===== src/rtl/wb_regfile_hilo.sv =====
`default_nettype none
// ============================================================================
// Module   : wb_regfile_hilo
// Purpose  : Writeback-side GPR file (2 read ports, WB write-through) and HI/LO
// Revision : 1.0
// ============================================================================
module wb_regfile_hilo #(
    parameter int DATA_W  = 32,
    parameter int ADDR_W  = 5,
    parameter int REG_NUM = 32
) (
    input  logic              clk,
    input  logic              rst,
    input  logic              we,
    input  logic [ADDR_W-1:0] waddr,
    input  logic [DATA_W-1:0] wdata,
    input  logic              re1,
    input  logic [ADDR_W-1:0] raddr1,
    output logic [DATA_W-1:0] rdata1,
    input  logic              re2,
    input  logic [ADDR_W-1:0] raddr2,
    output logic [DATA_W-1:0] rdata2,
    input  logic              whilo,
    input  logic [DATA_W-1:0] hi_i,
    input  logic [DATA_W-1:0] lo_i,
    output logic [DATA_W-1:0] hi_o,
    output logic [DATA_W-1:0] lo_o
);

    localparam logic [ADDR_W-1:0] c_zero_addr = '0;

    logic [DATA_W-1:0] r_regs [REG_NUM];
    logic [DATA_W-1:0] r_hi;
    logic [DATA_W-1:0] r_lo;
    logic              w_gpr_wr;

    assign w_gpr_wr = we && (waddr != c_zero_addr);

    always_ff @(posedge clk) begin
        if (rst) begin
            for (int i = 0; i < REG_NUM; i++) begin
                r_regs[i] <= '0;
            end
        end else if (w_gpr_wr) begin
            r_regs[waddr] <= wdata;
        end
    end

    always_ff @(posedge clk) begin
        if (rst) begin
            r_hi <= '0;
            r_lo <= '0;
        end else if (whilo) begin
            r_hi <= hi_i;
            r_lo <= lo_i;
        end
    end

    // Same-cycle bypass lets ID see the value WB is writing this cycle.
    function automatic logic [DATA_W-1:0] read_port(
        input logic              re,
        input logic [ADDR_W-1:0] raddr
    );
        if (rst || !re || raddr == c_zero_addr) begin
            return '0;
        end else if (we && waddr == raddr) begin
            return wdata;
        end else begin
            return r_regs[raddr];
        end
    endfunction

    always_comb begin
        rdata1 = read_port(re1, raddr1);
        rdata2 = read_port(re2, raddr2);
    end

    assign hi_o = r_hi;
    assign lo_o = r_lo;

endmodule
`default_nettype wire


===== config.mk =====
export PLATFORM = sky130hd
export DESIGN_NAME = wb_regfile_hilo
export DESIGN_NICKNAME = d
export VERILOG_FILES = /design/src/rtl/wb_regfile_hilo.sv
export SDC_FILE = /design/constraint.sdc
export NUM_CORES = 2
export LEC_CHECK = 0
export CAP_MARGIN = 10
export CORE_MARGIN = 2
export CORE_UTILIZATION = 55
export DETAILED_ROUTE_END_ITERATION = 7
export PLACE_DENSITY = 0.73
export SKIP_LAST_GASP = 1
export SYNTH_ARGS = -nofsm -noshare
export SYNTH_HDL_FRONTEND = slang
export SYNTH_SLANG_ARGS = --single-unit
export TNS_END_PERCENT = 100

===== constraint.sdc =====
create_clock -name clk -period 11.6 [get_ports clk]
set_clock_uncertainty 0.2 [all_clocks]
set_input_delay 1.74 -clock clk [delete_from_list [all_inputs] [get_ports clk]]
set_output_delay 1.74 -clock clk [all_outputs]
set_load 0.01 [all_outputs]

Yosys cells after proc, flatten, opt, wreduce, memory -nomap -nowiden:

Memory sizes are Yosys's and may differ from the RTL's.
Index checks and enable logic that the tools add are counted.
W data, S select, Z words.

* bits in latches: 0
* input bits: 117
* flip-flop bits (word level): 64
* bits in writable memories: 1024
* output and inout port bits: 128
* memory bits (read-only): 0
* word-level logic and storage cells: 30
* memories: 1

* eq/ne operators: 2
* multipliers: 0
* reduce and logical (&&, ||, !) cells: 13
* shifts and indexed selects: 0
* $lt $le $gt $ge: 0
* div/mod/pow operators: 0
* muxes and demuxes: 12
* bitwise gates (word level): 0
* add/sub/neg operators: 0

Memories
* r_regs: depth 32, bits a word 32, rd ports 2, clocked after Yosys merged registers in 0, wr ports 32, line 32 `logic [DATA_W-1:0] r_regs [REG_NUM];`

Operators by type and width (number)
* $mux W32: 5
* $reduce_or A32 Y1: 1
* $eq A5 B5 Y1: 2
* $logic_not A5 Y1: 2
* $mux W1: 6
* $mux W5: 1
* $reduce_bool A5 Y1: 1
* $logic_or A1 B1 Y1: 4
* $logic_and A1 B1 Y1: 3
* $logic_not A1 Y1: 2

Longest topological paths before layout:

* word-level depth: 7
* gate-level depth with buffers: 9
* mapped depth without buffers: 5

Least setup slack after synthesis:

OpenSTA, ideal clock, no wires.

* path kind: input -> register
* start point: in waddr[2]
* end point: mem r_regs[12][0] (enable)
* data required time: 10.934 ns
* data arrival time: 4.861 ns
* path slack: 6.073 ns
* library setup time: 0.466 ns
* buffers on the path: 3
* stages on the path: 6
* cell sequence: buf_2 or3_1 clkbuf_1 nand3b_1 buf_2 o21ai_0

RTL lines
* start: declaration: line 15 `input logic [ADDR_W-1:0] waddr,`
* end: declaration: line 32

Worst setup path after layout:

* start point: in raddr1[2]
* end point: out rdata1[7]

* word-level cells in the longest chain between the ends: 4
* elaborated cells on any way between the ends: 7
* those cells by class: eq/ne (1); mux (2); reduce/logical (3); memory (1)

Ends and longest elaborated chain
* start: declaration: line 18 `input logic [ADDR_W-1:0] raddr1,`
* branches (longest 3 deep; another with $mem_v2 Z32 W32)
* $mux W32 (*): line 64 `if (rst || !re || raddr == c_zero_addr) begin`
* end: declaration: line 19 `output logic [DATA_W-1:0] rdata1,`

Mark *: on every way between the ends.

==> flow_summary.json <==
{
  "cts_sinks": 1088,
  "critPathCaptureType": "primary output",
  "layout-drive-gt1-share_pct": 16.99,
  "power_frac_seq_pct": 48.9,
  "power_frac_clock_pct": 39.1,
  "drt_iter0_drc": 5816,
  "setup_violations": 0,
  "timing.max_cap.violations": 0,
  "ff2ff_setup_slack_ns": 10.71,
  "start_kind": "primary input",
  "rr_startpoint": "hi_o[7]$_SDFFE_PP0P_",
  "crit_family": "buffers and inverters",
  "drc_errors": 0,
  "min_period_ns": 7.517,
  "grt_pass1_wl_um": 269600,
  "avgSynthCellArea_um2": 14.31,
  "yosysTopAreaCell": "edfxtp_1",
  "clk_latency_ns": 0.72,
  "synth_edf_count": 1024,
  "multi_input_area_um2": 24430,
  "port_buffers": 244,
  "cts_tree": "done",
  "crit_chain": "buf_6 > buf_4 > or3b_4 > buf_4 > o221ai_1 > nor2_1 > a21oi_1 > a32o_1 > clkdlybuf4s50_1",
  "criticalPathCategory": "in2out",
  "start_util_pct": 55.61,
  "cts_resized": 0,
  "placed_area_um2": 61600,
  "power_density_nw_per_um2": 144.7,
  "rr_worst_depth": 2,
  "max_stage_delay_ns": 0.72,
  "period_share_pct": 64.80,
  "dp_hpwl_um": 109400,
  "sw_frac_of_total_pct": 24.97,
  "ys.flop_type": "edfxtp_1",
  "reg2reg_to": "hi_o[7]$_SDFFE_PP0P_",
  "clk_pin_slew_ns": 0.06,
  "cts_buffer_depth": 3,
  "holdPathEnd": "lo_o[30]$_SDFFE_PP0P_",
  "p_total_mw": 9.455,
  "p_leak_nw": 23.29,
  "worstHoldPathCells": 2,
  "hp-start": "lo_o[30]$_SDFFE_PP0P_",
  "syn-instance-count": 4034,
  "cp_common_cell": "buf_4",
  "final_cell_area_um2": 65360,
  "fin_ws_ns": 4.083,
  "rsz0062_at_grt": "false",
  "nNetsFinal": 4244,
  "cp.arrival_ns": 5.58,
  "slew_violations": 0,
  "regArea_um2": 32030,
  "hold_viol_final": 0,
  "timing.fmax_mhz": 133.0,
  "gr-usage-all-layers_pct": 35.01,
  "fillers": 7526,
  "io_pins": 245,
  "dieHeight_um": 328.0,
  "htree_levels": 3,
  "numCtsBuffers": 115,
  "ys_top_cells_by_count": "edfxtp_1 (1024), and2_1 (992), mux2i_1 (416), mux4_2 (338), clkbuf_1 (269)",
  "worst_slew_pin_slew_ns": 1.156,
  "synth_area_leaders": "edfxtp_1 (53%), mux4_2 (13%), and2_1 (11%)",
  "wirelength_um": 188800,
  "cp_data_required_time_ns": 9.66,
  "antenna_left": 0,
  "cts_hold_buf": 0,
  "antenna_found_initial": 13,
  "maxSlewHeadroom_pct": 22.87,
  "synth_most_common_cell": "edfxtp_1",
  "p_comb_share_pct": 11.9,
  "wl_per_cell_um": 33.60,
  "synth_cell_types": 50,
  "synthArstFlopShare_pct": 0,
  "intPower_mw": 7.094,
  "syn_to_final_growth_pct": 13.24,
  "place_congestion": 0.8590,
  "critPathSlowestCell": "buf_4",
  "fin_tns_setup_ns": 0,
  "seq_area_frac_synth_pct": 55.49,
  "synth-seq-cells": 1088,
  "first_pass_iters": 6,
  "finalCoreUtilization_pct": 62.98,
  "row_count": 118,
  "fp.dieW_um": 328.0,
  "path_buf_inv": 4,
  "status": "complete, no violations",
  "coreArea_um2": 103800,
  "irDropWorstVdd_v": 0.0001348,
  "first_global_vias": 38560,
  "yosys_warnings": 0,
  "vias": 38720,
  "cts-root-buf": "clkbuf_16",
  "die_area_um2": 107600,
  "overflow": 0,
  "avgViaCountPerCell": 6.893,
  "synth_top_cell_area_share_pct": 53.27,
  "worstPathMaxFanout": 50,
  "syn_area_um2": 57720,
  "hold_class": "reg2reg",
  "pre_cts_slack_ns": 4.129,
  "cts_setup_buffers": 0,
  "grt_max_degree": 102,
  "power_switching_mw": 2.361
}
-- cell usage in the layout, fill, tap and decap left out, types with 23 or more instances in the layout --
master           count
edfxtp_1          1024
and2_1             992
mux2i_1            416
mux4_2             338
clkdlybuf4s50_1    233
buf_4              128
clkbuf_16          116
nor2_1             102
o22ai_1            100
nand2_1             67
dfxtp_1             64
a22oi_1             63
a211oi_1            55
mux4_1              47
o221ai_1            32
a21oi_1             32
o21ai_4             32
conb_1              32
nor3_1              31
o21bai_1            31
a32o_1              31
clkbuf_1            29
clkinv_1            28
nor2b_1             27
a221o_1             25
nor2_4              23
-- kinds of logic (layout without fill, tap and decap cells) --
logic type	count (synthesis)	count (layout)	synth area share [%]
and+or+nand+nor	1288	1288	13.04
other	1	45	0.006497
xor gates and xnor gates	10	10	0.1517
muxes	801	801	22.54
AOI/OAI and AO/OA	419	419	5.352
buffers and inverters	427	587	3.416
DFF	1088	1088	55.49
-- power groups by stage --
stage | sequential [mW] | combinational (mW) | clock, mW
4_1_cts | 4.62 | 1.11 | 3.71
3_3_place_gp | 4.69 | 1.10 | 0
3_5_place_dp | 4.70 | 1.10 | 0
5_1_grt | 4.64 | 1.17 | 3.85
6_report | 4.63 | 1.13 | 3.70
2_1_floorplan | 4.67 | 0.688 | 0
-- area by class of cell --
type,count,area share [%]
Timing Repair Buffer,370,5.241
Multi-Input combinational cell,2550,37.37
Antenna cell,13,0.04977
Sequential cell,1088,49.00
Clock inverter,70,1.076
Inverter,2,0.01149
Tap cell,1380,2.642
Clock buffer,145,4.607
-- sequential cells by signal, indices dropped and copies added, names as in the netlist --
| signal | count |
|---|---|
| r_regs | 1024 |
| hi_o | 32 |
| lo_o | 32 |
-- worst max path at each step --
stage | depth (start not counted) | slack, ns | to | startpoint
global placement | 9 | 4.21 | rdata1[7] | raddr1[2]
finish | 9 | 4.08 | rdata1[7] | raddr1[2]
detailed placement | 9 | 4.13 | rdata1[7] | raddr1[2]
global route | 9 | 4.06 | rdata1[11] | raddr1[2]
CTS | 9 | 4.12 | rdata1[7] | raddr1[2]
floorplan | 6 | 6.07 | r_regs[12][0]$_SDFFCE_PN0P_ | waddr[2]
-- worst register-to-register path: stages, from the launching register on --
cell,delay (ns)
dfxtp_1,0.33
mux2i_1,0.13
nor2_1,0.07
-- metrics by stage --
stage	hold slack (ns)	instances
6_report	0.2923	5618
5_1_grt	0.3222	5606
4_1_cts	0.2968	5604
3_5_place_dp	0.2839	5389
3_3_place_gp	0.2715	5389
2_1_floorplan	0.3315	4065
-- metal layers --
metal / global-route usage [%] / part of all wire, %
met4: 15.41 / 4.6
met2: 53.08 / 45
met3: 10.22 / 14
met1: 47.26 / 36
met5: 0 / 0.013
Power figures use the tool's default switching activity.
